**src/rtl/mips_pkg.sv**
```systemverilog
// Shared types for the multicycle MIPS PC/next-PC stage.
package mips_pkg;

    typedef enum logic [1:0] {
        ST_BOOT  = 2'd0,
        ST_FETCH = 2'd1,
        ST_WAIT  = 2'd2
    } state_t;

    typedef enum logic [1:0] {
        SEL_PC4 = 2'd0,
        SEL_BR  = 2'd1,
        SEL_J   = 2'd2,
        SEL_JR  = 2'd3
    } npc_sel_t;

    localparam logic [31:0] RESET_PC_DEF = 32'h0000_0000;

endpackage

```
**src/rtl/npc_sel.sv**
```systemverilog
// Next-PC target arithmetic and source selection (purely combinational).
module npc_sel
    import mips_pkg::*;
(
    input  logic [31:0] i_pc,
    input  logic [31:0] i_ext_sh,
    input  logic [25:0] i_jidx,
    input  logic [31:0] i_rs_val,
    input  logic        i_br,
    input  logic        i_zero,
    input  logic        i_jmp,
    input  logic        i_jr,
    output logic [31:0] o_pc4,
    output logic [31:0] o_btarget,
    output logic [31:0] o_jtarget,
    output logic [31:0] o_jrtarget,
    output npc_sel_t    o_sel,
    output logic [31:0] o_npc,
    output logic        o_redirect_comb,
    output logic        o_addr_err_comb
);

    assign o_pc4      = i_pc + 32'd4;
    assign o_btarget  = o_pc4 + i_ext_sh;
    assign o_jtarget  = {o_pc4[31:28], i_jidx, 2'b00};
    assign o_jrtarget = {i_rs_val[31:2], 2'b00};

    always_comb begin
        o_sel = SEL_PC4;
        if (i_jr)
            o_sel = SEL_JR;
        else if (i_jmp)
            o_sel = SEL_J;
        else if (i_br && i_zero)
            o_sel = SEL_BR;
    end

    always_comb begin
        o_npc = o_pc4;
        case (o_sel)
            SEL_BR:  o_npc = o_btarget;
            SEL_J:   o_npc = o_jtarget;
            SEL_JR:  o_npc = o_jrtarget;
            default: o_npc = o_pc4;
        endcase
    end

    // A taken branch with zero offset lands on pc4 and is not a redirect.
    assign o_redirect_comb = (o_sel != SEL_PC4)
                           && !(o_sel == SEL_BR && i_ext_sh == 32'd0);
    assign o_addr_err_comb = (o_sel == SEL_JR) && (i_rs_val[1:0] != 2'b00);

endmodule

```
**src/rtl/npc_unit.sv**
```systemverilog
// PC register, fetch FSM and IR latch for the multicycle MIPS datapath.
module npc_unit
    import mips_pkg::*;
#(
    parameter logic [31:0] RESET_PC    = RESET_PC_DEF,
    parameter int          BOOT_CYCLES = 1
) (
    input  logic        clk,
    input  logic        rst,
    input  logic [31:0] ext_sh,
    input  logic [25:0] jidx,
    input  logic [31:0] rs_val,
    input  logic        br,
    input  logic        zero,
    input  logic        jmp,
    input  logic        jr,
    input  logic        ctl_valid,
    input  logic        stall,
    output logic        if_req,
    output logic [31:0] if_addr,
    input  logic        if_ack,
    input  logic [31:0] if_rdata,
    output logic [31:0] pc,
    output logic [31:0] pc4,
    output logic [31:0] ir,
    output logic        ir_valid,
    output logic        redirect,
    output logic        addr_err
);

    localparam logic [3:0] BOOT_LAST = 4'(BOOT_CYCLES - 1);

    state_t      r_state;
    state_t      w_state_nxt;
    logic [3:0]  r_cnt;
    logic [31:0] r_pc;
    logic [31:0] r_ir;
    logic        r_ir_valid;
    logic        r_redirect;
    logic        r_addr_err;

    logic        w_if_req;
    logic        w_ir_ld;
    logic        w_pc_ld;
    logic        w_cnt_inc;
    logic [31:0] w_pc4;
    logic [31:0] w_btarget;
    logic [31:0] w_jtarget;
    logic [31:0] w_jrtarget;
    npc_sel_t    w_sel;
    logic [31:0] w_npc;
    logic        w_redirect_comb;
    logic        w_addr_err_comb;

    npc_sel u_npc_sel (
        .i_pc            (r_pc),
        .i_ext_sh        (ext_sh),
        .i_jidx          (jidx),
        .i_rs_val        (rs_val),
        .i_br            (br),
        .i_zero          (zero),
        .i_jmp           (jmp),
        .i_jr            (jr),
        .o_pc4           (w_pc4),
        .o_btarget       (w_btarget),
        .o_jtarget       (w_jtarget),
        .o_jrtarget      (w_jrtarget),
        .o_sel           (w_sel),
        .o_npc           (w_npc),
        .o_redirect_comb (w_redirect_comb),
        .o_addr_err_comb (w_addr_err_comb)
    );

    always_ff @(posedge clk or posedge rst) begin
        if (rst)
            r_state <= ST_BOOT;
        else
            r_state <= w_state_nxt;
    end

    always_comb begin
        w_state_nxt = r_state;
        w_if_req    = 1'b0;
        w_ir_ld     = 1'b0;
        w_pc_ld     = 1'b0;
        w_cnt_inc   = 1'b0;
        case (r_state)
            ST_BOOT: begin
                if (r_cnt == BOOT_LAST)
                    w_state_nxt = ST_FETCH;
                else
                    w_cnt_inc = 1'b1;
            end
            ST_FETCH: begin
                w_if_req = 1'b1;
                if (if_ack) begin
                    w_ir_ld     = 1'b1;
                    w_state_nxt = ST_WAIT;
                end
            end
            ST_WAIT: begin
                if (ctl_valid && !stall) begin
                    w_pc_ld     = 1'b1;
                    w_state_nxt = ST_FETCH;
                end
            end
            default: w_state_nxt = ST_BOOT;
        endcase
    end

    always_ff @(posedge clk or posedge rst) begin
        if (rst) begin
            r_cnt      <= 4'd0;
            r_pc       <= RESET_PC;
            r_ir       <= 32'd0;
            r_ir_valid <= 1'b0;
            r_redirect <= 1'b0;
            r_addr_err <= 1'b0;
        end else begin
            r_ir_valid <= w_ir_ld;
            r_redirect <= w_pc_ld && w_redirect_comb;
            r_addr_err <= w_pc_ld && w_addr_err_comb;
            if (w_cnt_inc)
                r_cnt <= r_cnt + 4'd1;
            if (w_ir_ld)
                r_ir <= if_rdata;
            if (w_pc_ld)
                r_pc <= w_npc;
        end
    end

    assign if_req   = w_if_req;
    assign if_addr  = r_pc;
    assign pc       = r_pc;
    assign pc4      = w_pc4;
    assign ir       = r_ir;
    assign ir_valid = r_ir_valid;
    assign redirect = r_redirect;
    assign addr_err = r_addr_err;

endmodule
```
**config.mk**
```make
export PLATFORM = sky130hd
export DESIGN_NAME = npc_unit
export DESIGN_NICKNAME = d
export VERILOG_FILES = /design/src/rtl/mips_pkg.sv /design/src/rtl/npc_sel.sv /design/src/rtl/npc_unit.sv
export SDC_FILE = /design/constraint.sdc
export NUM_CORES = 1
export LEC_CHECK = 0
export BUFFER_PORTS_ARGS = -buffer_cell sky130_fd_sc_hd__buf_2
export CORE_ASPECT_RATIO = 1.5
export CORE_MARGIN = 2
export CORE_UTILIZATION = 49
export CTS_CLUSTER_DIAMETER = 80
export DETAILED_ROUTE_END_ITERATION = 12
export GPL_TIMING_DRIVEN = 0
export PLACE_DENSITY = 0.84
export RECOVER_POWER = 25
export SLEW_MARGIN = 20
export SYNTH_ARGS = -nofsm -noshare
export SYNTH_HDL_FRONTEND = slang
export SYNTH_SLANG_ARGS = --single-unit
```
**constraint.sdc**
```tcl
create_clock -name clk -period 4.3 [get_ports clk]
set_clock_uncertainty 0.15 [all_clocks]
set_input_delay 0.645 -clock clk [delete_from_list [all_inputs] [get_ports clk]]
set_output_delay 0.645 -clock clk [all_outputs]
set_load 0.01 [all_outputs]
```
# Word-level counts from Yosys, hierarchy flattened
# Cells that the tools add are included.
[totals]
regBits = 73
in_bits = 131
output_inout_bits = 132
elab_cells = 48
[op_classes]
add_sub_neg = 3
eq_ne = 8
muxes = 15
reduce_logical = 15
[ops]
columns = ["operator", "count"]
rows = [
  ["$pmux W32 S3", 1],
  ["$add A32 B3 Y32 const B", 1],
  ["$add A32 B32 Y32", 1],
  ["$logic_not A32 Y1", 1],
  ["$mux W2", 5],
  ["$mux W1", 8],
  ["$logic_and A1 B1 Y1", 7],
  ["$eq A2 B2 Y1 const B", 3],
  ["$ne A2 B2 Y1 const B", 3],
  ["$pmux W2 S3", 1],
  ["$add A4 B1 Y4 const B", 1],
  ["$eq A2 B1 Y1 const B", 2],
  ["$logic_not A4 Y1", 1],
  ["$reduce_bool A2 Y1", 2],
  ["$reduce_and A3 Y1", 1],
  ["$logic_not A1 Y1", 2],
  ["$logic_not A2 Y1", 1],
]

# Depth between registers and ports, before layout
# Gate-level depths: netlist of run 1.
[depth]
ltp_word = 9
mapped_depth = 16
depth_no_buf = 15

# Modules after synthesis
# A second synthesis of run 1 with hierarchy kept.
[hier_totals]
cells_unflattened = 729
hier_area_um2 = 6989.2
[modules_own_cells]
columns = ["mod", "n_inst", "cells_per_inst", "area_per_inst_um2"]
rows = [
  ["npc_sel", 1, 526, 3698.5],
  ["npc_unit", 1, 203, 3290.7],
]

# Worst setup path after synthesis of run 1
# No wires, ideal clock.
[synth_path]
kind = "register to register"
start = "register r_pc[10], in the netlist if_addr[10]"
end = "register r_pc[28], in the netlist if_addr[28]"
arrival_ns = 3.543
required_time_ns = 4.055
path_slack_ns = 0.512
stages_incl_launch_ff = 17
synth_period_minus_slack_ns = 3.788
path_cell_list = "dfrtp_1 > buf_2 > and4_1 > nand2_1 > nor3_1 > and3_1 > nand3_1 > xnor2_1 > ha_1 > and2_1 > and3_1 > and2_1 > o21a_1 > o21ai_0 > o211ai_1 > xnor2_1 > o31ai_1"
[synth_via]
elab_chain_len = 3
[synth_lines]
columns = ["item", "line_no", "text"]
rows = [
  ["start: declaration", "npc_unit.sv:36", "logic [31:0] r_pc;"],
  ["start signal: assignment", "npc_unit.sv:128", "r_pc <= w_npc;"],
  ["$add A32 B3 Y32", "npc_sel.sv:23", "assign o_pc4 = i_pc + 32'd4;"],
  ["via pc4[23]", "npc_unit.sv:24", "output logic [31:0] pc4,"],
  ["$add A32 B32 Y32", "npc_sel.sv:24", "assign o_btarget = o_pc4 + i_ext_sh;"],
  ["$pmux W32 S3", "npc_sel.sv:40", "case (o_sel)"],
]
# The timed path passes the listed nets, and every way through them passes these cells.
# A chain may end at the register's enable or synchronous reset.

# Worst setup path in the final report of run 1
[layout_path]
start = "register r_pc[2], in the netlist if_addr[2]"
end = "register r_pc[31], in the netlist if_addr[31]"
[layout_via]
elab_chain_len = 3
[layout_lines]
columns = ["item", "line_no"]
rows = [
  ["$add A32 B3 Y32 *", "npc_sel.sv:23"],
  ["$add A32 B32 Y32", "npc_sel.sv:24"],
  ["$pmux W32 S3 *", "npc_sel.sv:40"],
]
# Every way passes the cells marked *; elsewhere a longest branch is shown, timed or not.

==> flow_metrics.tcl, run 1 <==
set metrics [dict create \
    status "finished with violations" \
    violations "capacitance limit, slew limit" \
    viasPerCell 6.01 \
    ios 263 \
    min_period_ps 4210 \
    hold_slack_ps 320 \
    start_util 0.499 \
    leakage_nw 4.17 \
    max_freq_ghz 0.237 \
    synth_nets 973 \
    crit_required_ps 4370 \
    die_x_um 95.9 \
    r2r-start "if_addr[2]" \
    seq_area_mm2 0.00183 \
    max_stage_delay_ps 440 \
    synth_area_mm2 0.00621 \
    arrival_ps 4280 \
    async_flop_share 1.00 \
    max_cap_violations 1 \
    hold_buffers 0 \
    syn_inst 802 \
    vias 7443 \
    multi_input_comb_area_mm2 0.00401 \
    gp_congestion 0.991 \
    total_power_mw 5.56 \
    vdd_ir_drop_max_mv 0.332 \
    final_common_cell "buf_2" \
    cts_tree "yes" \
    crit_fanout 7 \
    ys_types 63 \
    crit_top_cell "ha_2" \
    grt_max_degree 44 \
    drtIter0Drc 696 \
    grt_usage 0.338 \
    relSlewSlack -0.532 \
    dr.pass1.iters 7 \
    cts-root-buf "clkbuf_16" \
    hold_viol_final 0 \
    drive_gt1_frac 0.314 \
    wire_per_inst_um 19.3 \
    grt-ovfl-total 0 \
    final_cell_mix "buf_2, nand2_1, dfrtp_1" \
    dp_hpwl_um 19000 \
    hold_end "ir[11]" \
    worstMarginPinSlew_ps 2300 \
    final_cell_count_no_fill 1239 \
    core_area_mm2 0.0124 \
    drc 0 \
    ff2ff_setup_slack_ps 90 \
    row_count 50 \
    clk_pin_slew_ps 60 \
    timing.final.crit_share 0.980 \
    rsz0062_at_grt "true" \
    powerDensity_mw_per_mm2 686 \
    crit_buf_inv 1 \
    yosysWarnings 0 \
    synth_edf_count 0 \
    totalWireLength_um 23900 \
    worst-setup-path-type "flip-flop to flip-flop" \
    min_from "ir[11]" \
    setup_viol 0 \
    insertedDiodeCount 0 \
    grt_pass1_vias 6781 \
    finalMaxSlewViolations 44 \
    grt_pass1_wl_um 34800 \
    cp_slowest_cell "dfrtp_2" \
    antenna_left 0 \
    ctsHtreeMaxLevel 3 \
    dieArea_mm2 0.0136 \
    crit_path_cell_trace "ha_2 -> nand2_1 -> or3_1 -> clkbuf_1 -> nor2_1 -> xnor2_1 -> ha_2 -> a21o_1 -> a31oi_2 -> a2111o_1 -> a21oi_2 -> o2111ai_2 -> a2111oi_2 -> or3b_1" \
    cts_buffers 9 \
    path_delay_family "compound AO/OA/AOI/OAI gates" \
    insertion_delay_ps 340 \
    reg2regPathDepth 14 \
    cts_buffer_depth 2 \
    hold_class "flip-flop to flip-flop" \
    hold_depth 2 \
    synth_ff_type "dfrtp_1" \
    fillers 1172 \
    path_depth 14 \
    synth_area_per_cell_um2 7.75 \
    end_kind "flip-flop" \
    cp-start-kind "flip-flop" \
    seq_area_frac_synth 0.294 \
    synth-seq-cells 73 \
    grt_antenna_before_repair 0 \
    clock-sinks 73 \
    nets 1249 \
    dp_cells 1221 \
    rr_endpoint "if_addr[31]" \
    synthToLayoutAreaGrowth_pct 30.5 \
    die-height_um 142 \
    io_buffers 262 \
]
## sequential cells by signal, summed over array words and instances (netlist names)
signal    count
if_addr      32
ir           32
r_cnt         4
r_state       2
addr_err      1
ir_valid      1
redirect      1
## worst min-delay path, cell delays in order, from the launching register on
cell and delay (ps):
dfrtp_1 340, nand2_1 50, nand2_1 50
## worst max path at each step
stage	from	endpoint
after global routing	if_addr[2]	if_addr[31]
after detailed placement	if_addr[2]	if_addr[30]
after CTS	if_addr[10]	if_addr[24]
after floorplan	if_addr[10]	if_addr[28]
after global placement	if_addr[10]	if_addr[30]
final	if_addr[2]	if_addr[31]
## cell usage after synthesis (3+ instances only)
cell type | number | area share
a222oi_1 | 6 | 0.0097
o21ai_0 | 51 | 0.041
o31ai_1 | 5 | 0.0060
a22o_1 | 6 | 0.0085
a31oi_1 | 8 | 0.0081
ha_1 | 39 | 0.079
a211oi_1 | 6 | 0.0073
nor4_1 | 14 | 0.014
nor2_1 | 55 | 0.033
dfrtp_1 | 73 | 0.29
inv_1 | 20 | 0.012
xnor2_1 | 28 | 0.039
buf_4 | 34 | 0.041
o221ai_1 | 4 | 0.0056
and2_1 | 7 | 0.0070
nand2_1 | 163 | 0.098
and3_1 | 15 | 0.015
a21o_1 | 17 | 0.021
o211ai_1 | 6 | 0.0073
nand2b_1 | 5 | 0.0050
xor2_1 | 26 | 0.037
and4_1 | 4 | 0.0056
a21oi_1 | 58 | 0.047
o22ai_1 | 5 | 0.0050
buf_1 | 6 | 0.0036
a221oi_1 | 7 | 0.0099
or3_1 | 6 | 0.0060
clkbuf_1 | 22 | 0.013
a221o_1 | 5 | 0.0081
nand4_1 | 16 | 0.016
o21bai_1 | 4 | 0.0048
nor3_1 | 16 | 0.013
o21a_1 | 3 | 0.0036
nand3_1 | 27 | 0.022
## area by class of cell
type | count | share of cell area
clock buffers | 10 | 0.0282
repair buffers | 265 | 0.164
well taps | 156 | 0.0241
multi-input cells | 644 | 0.494
clock inverters | 6 | 0.00833
flip-flops and latches | 73 | 0.226
plain buffers | 64 | 0.0457
inverters | 21 | 0.00988
## metal layers
metal	routed length, µm	share of wire	track usage	vias up
met1	8430	0.35	0.384	3398
li1	-	-	-	3416
met3	2190	0.091	0.0510	121
met4	1420	0.060	0.187	0
met5	0	0	0	-
met2	11900	0.50	0.591	508
## cell families (layout without fill, tap and decap cells)
group,after synthesis,in the layout,synth area share
simple gates,335,335,0.245
xor+xnor,54,54,0.0761
compound gates,213,213,0.228
flops,73,73,0.294
buf+inv,85,366,0.0723
mux,2,2,0.00342
fa+ha+maj,40,40,0.0818
## what timing repair did
action	4_1_cts	5_1_grt
resized for setup	2	15
cloned	0	0
buffers inserted	0	2
endpoints found under the setup margin	3	10
pin swaps	0	2
## report_power, final
part	switching, mW	leakage, nW	total, mW	internal, mW
clock	0.309	0.139	0.761	0.451
combinational	1.98	3.12	3.43	1.45
sequential	0.388	0.910	1.37	0.980
## per-stage QoR
step | utilization | area [µm²] | setup slack (ps) | TNS, ps
after global placement | 0.620 | 7720 | -135 | -135
final | 0.651 | 8110 | 85.2 | 0
after CTS | 0.646 | 8040 | 2.93 | 0
after floorplan | - | 6210 | 512 | 0
after detailed placement | 0.622 | 7740 | -138 | -166
after global routing | 0.651 | 8110 | -46.7 | -46.7
(Power assumes the default switching activity.)
==> run 2, diff against run 1 <==
--- a/config.mk
+++ b/config.mk
@@ -5,15 +5,17 @@
 export SDC_FILE = /design/constraint.sdc
 export NUM_CORES = 1
 export LEC_CHECK = 0
+export ABC_AREA = 1
+export ABC_CLOCK_PERIOD_IN_PS = 4300
 export BUFFER_PORTS_ARGS = -buffer_cell sky130_fd_sc_hd__buf_2
 export CORE_ASPECT_RATIO = 1.5
 export CORE_MARGIN = 2
-export CORE_UTILIZATION = 49
+export CORE_UTILIZATION = 51
 export CTS_CLUSTER_DIAMETER = 80
 export DETAILED_ROUTE_END_ITERATION = 12
 export GPL_TIMING_DRIVEN = 0
 export PLACE_DENSITY = 0.84
-export RECOVER_POWER = 25
+export RECOVER_POWER = 100
 export SLEW_MARGIN = 20
 export SYNTH_ARGS = -nofsm -noshare
 export SYNTH_HDL_FRONTEND = slang
==> flow_metrics.tcl, run 2 <==
set metrics [dict create \
    drc 0 \
    synth_area_leader_cell "dfrtp_1" \
    rsz0062_at_grt "false" \
    cts_buffers 9 \
    arrival_ps 4080 \
    dp_hpwl_um 23300 \
    synth_edf_count 0 \
    grt_util_met2 0.664 \
    start_util 0.516 \
    antenna_left 0 \
    path_delay_family "simple AND/OR/NAND/NOR gates" \
    cts_setup_buffers 0 \
    fillers 1415 \
    synth-seq-cells 73 \
    post-place-ws_ps 540 \
    hold_viol_final 0 \
    muxShareOfSynthArea 0 \
    synthAdderAreaFrac 0.0706 \
    grt_usage 0.364 \
    grt_pass1_wl_um 41800 \
    synth_area_per_cell_um2 6.14 \
    ctsHtreeMaxLevel 3 \
    async_flop_share 1.00 \
    gp_congestion 1.00 \
    ios 263 \
    grt_use_met3 0.0528 \
    die-height_um 149 \
    dieArea_mm2 0.0151 \
    cts_buffer_depth 2 \
    io_buffers 261 \
    end_kind "flip-flop" \
    status "finished with violations" \
    final_cell_mix "nand2_1, buf_2, inv_1" \
    crit_path_cell_trace "inv_1 -> nor2_1 -> nand2_1 -> nor2_4 -> xnor2_1 -> inv_1 -> ha_1 -> nand2_1 -> nor2_1 -> inv_1 -> nor2_1 -> nand4_1 -> nand3_1 -> nor2_1 -> o21ai_0 -> nand2_1 -> nand2_1" \
    wire_per_inst_um 17.2 \
    max_stage_delay_ps 430 \
    worstMarginPinSlew_ps 2570 \
    max_freq_ghz 0.252 \
    netlist_top_cells_count "nand2_1, inv_1, nand3_1, dfrtp_1, nor2_1" \
    vias 8510 \
    insertion_delay_ps 330 \
    reg2regPathDepth 17 \
    die_x_um 101 \
    ff2ff_setup_slack_ps 340 \
    syn_inst 1171 \
    synth_ff_type "dfrtp_1" \
    yosys.area_share.xor_xnor 0.0289 \
    grt-ovfl-total 0 \
    final_common_cell "nand2_1" \
    crit_fanout 6 \
    timing.final.crit_share 0.922 \
    finalSetupTns_ps 0 \
    drtIter0Drc 408 \
    top_usage_layer "met2" \
    nets 1615 \
    cts_tree "yes" \
    crit_required_ps 4420 \
    setup_viol 0 \
    worst-setup-path-type "flip-flop to flip-flop" \
    use_met1 0.408 \
    viasPerCell 5.27 \
    row_count 53 \
    cp-start-kind "flip-flop" \
    violations "capacitance limit, slew limit" \
    grt_pass1_vias 8065 \
    grt_antenna_before_repair 0 \
    setup_ws_ps 336 \
    seq_area_frac_synth 0.254 \
    hold_buffers 0 \
    crit_buf_inv 3 \
    cts_resized 0 \
    cts-root-buf "clkbuf_16" \
    dr.pass1.iters 5 \
    clock-sinks 73 \
    yosysWarnings 0 \
    vdd_ir_drop_max_mv 0.437 \
    synth_top_family_by_area "simple AND/OR/NAND/NOR gates" \
    synth_most_common_cell "nand2_1" \
    cp_slowest_cell "dfrtp_1" \
    ys_types 46 \
    max_cap_violations 1 \
    core_area_mm2 0.0139 \
    netlist.area_leader.share 0.254 \
    min_period_ps 3960 \
    powerDensity_mw_per_mm2 634 \
    leakage_nw 5.17 \
    synth_compound_area_frac 0.0910 \
    grt_max_degree 60 \
    synthToLayoutAreaGrowth_pct 23.1 \
    rr_endpoint "if_addr[20]" \
    synth_nets 1342 \
    synth_area_leaders "dfrtp_1, nand2_1, inv_1, ha_1, nand3_1" \
    synth_area_mm2 0.00719 \
    synth-simple-area-share 0.418 \
    totalWireLength_um 27800 \
    finalMaxSlewViolations 60 \
    drive_gt1_frac 0.182 \
    hold_slack_ps 196 \
    relSlewSlack -0.716 \
    insertedDiodeCount 0 \
    r2r-start "if_addr[2]" \
    clk_pin_slew_ps 60 \
    hold_class "input port to async pin" \
]
-- run 2: routing by layer --
metal / wire length (µm) / up-vias
met5: 0 / -
met4: 1280 / 0
met3: 1830 / 72
met2: 14300 / 379
met1: 10300 / 3853
li1: - / 4206
-- run 2: cell families (layout without fill, tap and decap cells) --
kind of cell / after synthesis / count (layout)
compound gates: 109 / 109
xor+xnor: 22 / 22
fa+ha+maj: 40 / 40
buf+inv: 225 / 503
flops: 73 / 73
simple gates: 702 / 702
-- run 2: final cells by class --
| class | count | area [µm²] | area share |
|---|---|---|---|
| flip-flops and latches | 73 | 1830 | 0.206 |
| multi-input cells | 873 | 4320 | 0.488 |
| inverters | 165 | 621 | 0.0701 |
| well taps | 165 | 206 | 0.0233 |
| plain buffers | 60 | 367 | 0.0414 |
| repair buffers | 262 | 1210 | 0.137 |
| clock inverters | 7 | 76.3 | 0.00862 |
| clock buffers | 9 | 225 | 0.0254 |
-- run 2: how the worst max path moves through the flow --
stage | from | to | slack (ps) | depth (start not counted)
detailed placement | if_addr[3] | if_addr[14] | 540 | 19
finish | if_addr[2] | if_addr[20] | 340 | 17
global placement | if_addr[3] | if_addr[20] | 560 | 18
global route | if_addr[2] | if_addr[20] | 140 | 17
CTS | if_addr[3] | if_addr[20] | 530 | 18
floorplan | if_addr[3] | if_addr[13] | 1290 | 19
-- run 2: metrics by stage --
| stage | cells | utilization | total power, mW | cell area (µm²) |
|---|---|---|---|---|
| finish | 1614 | 0.636 | 5.62 | 8860 |
| global route | 1614 | 0.636 | 6.07 | 8860 |
| CTS | 1614 | 0.649 | 5.71 | 9040 |
| detailed placement | 1598 | 0.627 | 4.92 | 8730 |
| global placement | 1597 | 0.625 | 4.86 | 8700 |
| floorplan | 1171 | - | 3.59 | 7190 |
-- run 2: power by group --
group          total (mW)  switching, mW  internal [mW]  leakage, nW
Sequential           1.33          0.362          0.971        0.922
Combinational        3.52           2.28           1.24         4.10
Clock               0.763          0.309          0.454        0.143
Total                5.62           2.95           2.66         5.17
==> run 3, diff against run 2 <==
--- a/config.mk
+++ b/config.mk
@@ -8,9 +8,11 @@
 export ABC_AREA = 1
 export ABC_CLOCK_PERIOD_IN_PS = 4300
 export BUFFER_PORTS_ARGS = -buffer_cell sky130_fd_sc_hd__buf_2
+export CELL_PAD_IN_SITES_DETAIL_PLACEMENT = 0
+export CELL_PAD_IN_SITES_GLOBAL_PLACEMENT = 1
 export CORE_ASPECT_RATIO = 1.5
 export CORE_MARGIN = 2
-export CORE_UTILIZATION = 51
+export CORE_UTILIZATION = 34
 export CTS_CLUSTER_DIAMETER = 80
 export DETAILED_ROUTE_END_ITERATION = 12
 export GPL_TIMING_DRIVEN = 0
==> flow_metrics.tcl, run 3 (synthesis gave the netlist of run 2 again) <==
set metrics [dict create \
    use_met1 0.292 \
    final_cell_mix "nand2_1, buf_2, inv_1" \
    min_period_ps 3880 \
    vdd_ir_drop_max_mv 0.300 \
    synthToLayoutAreaGrowth_pct 25.1 \
    grt_pass1_wl_um 43400 \
    finalSetupTns_ps 0 \
    stdcell_area_mm2 0.00900 \
    die-height_um 182 \
    crit_fanout 5 \
    nets 1615 \
    timing.final.crit_share 0.902 \
    max_freq_ghz 0.258 \
    ios 263 \
    top_usage_layer "met2" \
    start_util 0.344 \
    row_count 65 \
    final_common_cell "nand2_1" \
    grt_usage 0.257 \
    cp-start-kind "flip-flop" \
    grt_pass1_vias 8071 \
    gp_congestion 0.961 \
    vias 8291 \
    drtIter0Drc 496 \
    clock-sinks 73 \
    rsz0062_at_grt "false" \
    hold_viol_final 0 \
    insertion_delay_ps 340 \
    crit_required_ps 4420 \
    end_kind "flip-flop" \
    cts-root-buf "clkbuf_16" \
    wire_per_inst_um 16.7 \
    worst-setup-path-type "flip-flop to flip-flop" \
    cts_buffers 9 \
    viasPerCell 4.83 \
    drc 0 \
    hold_class "input port to async pin" \
    violations "capacitance limit, slew limit" \
    cts_setup_buffers 0 \
    antenna_left 0 \
    io_buffers 261 \
    cts_buffer_depth 2 \
    clk_pin_slew_ps 70 \
    leakage_nw 5.18 \
    dp_hpwl_um 24200 \
    relSlewSlack -0.656 \
    ctsHtreeMaxLevel 3 \
    core_area_mm2 0.0209 \
    drive_gt1_frac 0.182 \
    cts_tree "yes" \
    arrival_ps 4000 \
    dpl-instance-area_mm2 0.00886 \
    dr.pass1.iters 5 \
    worstMarginPinSlew_ps 2480 \
    final_cell_count_no_fill 1717 \
    status "finished with violations" \
    totalWireLength_um 28800 \
    grt-ovfl-total 0 \
    finalMaxSlewViolations 55 \
    cts_resized 0 \
    grt_max_degree 55 \
    dieArea_mm2 0.0224 \
    die_x_um 123 \
    grt_use_met3 0.0278 \
    dp_cells 1701 \
    grt_antenna_before_repair 0 \
    setup_viol 0 \
    grt_util_met2 0.461 \
    hold_buffers 0 \
    max_cap_violations 1 \
    powerDensity_mw_per_mm2 625 \
    insertedDiodeCount 0 \
]
run 3: cell count changes in the layout (fill, tap and decap cells not counted):
cell / delta
clkinv_1: +1
nor2_2: -2
nand2_2: +1
inv_1: -2
nand2_1: -1
clkinv_4: +1
nor2_4: -1
clkinv_2: -1
nor2_1: +2
inv_2: +1
nor2_8: +1
clkinvlp_4: -1
inv_8: +1
run 3: power by group:
| group | internal (mW) | switching [mW] |
|---|---|---|
| combinational | 1.24 | 2.26 |
| clock | 0.461 | 0.330 |
| sequential | 0.971 | 0.360 |
| total | 2.67 | 2.95 |
run 3: layer usage:
| metal | up-vias | share of wire |
|---|---|---|
| met5 | - | 0 |
| met4 | 0 | 0.059 |
| met3 | 72 | 0.042 |
| met2 | 284 | 0.51 |
| met1 | 3744 | 0.39 |
| li1 | 4191 | - |
run 3: path summary, 6_finish.rpt:
check	from	to	slack (ps)	cells past startpoint
setup / recovery	if_addr[2]	if_addr[20]	420	18
hold / removal	rst	if_addr[25]	310	2
setup reg to reg	if_addr[2]	if_addr[20]	420	18
hold reg to reg	r_cnt[3]	r_cnt[3]	320	1
max in group asynchronous	rst	ir[7]	760	3
min in group clk	r_cnt[3]	r_cnt[3]	320	1
run 3: worst max-delay path, cell delays in order (launching register included):
cell and delay, ps:
dfrtp_1 430, inv_1 190, nor2_8 190, nand2_4 70, nor2_1 500, nand2_4 140, xor2_1 410, ha_1 370
a21oi_1 250, o21ai_0 150, inv_1 70, nand2_1 100, inv_1 80, nand3_1 120, nand2_1 80, nand2_1 40
o21ai_0 240, nand2_1 140, nand2_1 80
run 3: layout make-up:
type,count,area (µm²)
Buffer,60,367
Clock buffer,9,225
Clock inverter,7,83.8
Fill cell,2367,11900
Inverter,165,621
Multi-Input combinational cell,873,4330
Sequential cell,73,1830
Tap cell,268,335
Timing Repair Buffer,262,1210
run 3: stage by stage:
stage / total power [mW] / utilization / hold slack (ps) / setup WS, ps
2_1_floorplan: 3.59 / - / 296 / 1290
3_3_place_gp: 4.91 / 0.423 / 307 / 521
3_5_place_dp: 4.94 / 0.424 / 310 / 526
4_1_cts: 5.76 / 0.439 / 121 / 515
5_1_grt: 6.14 / 0.431 / 338 / 115
6_report: 5.62 / 0.431 / 313 / 422
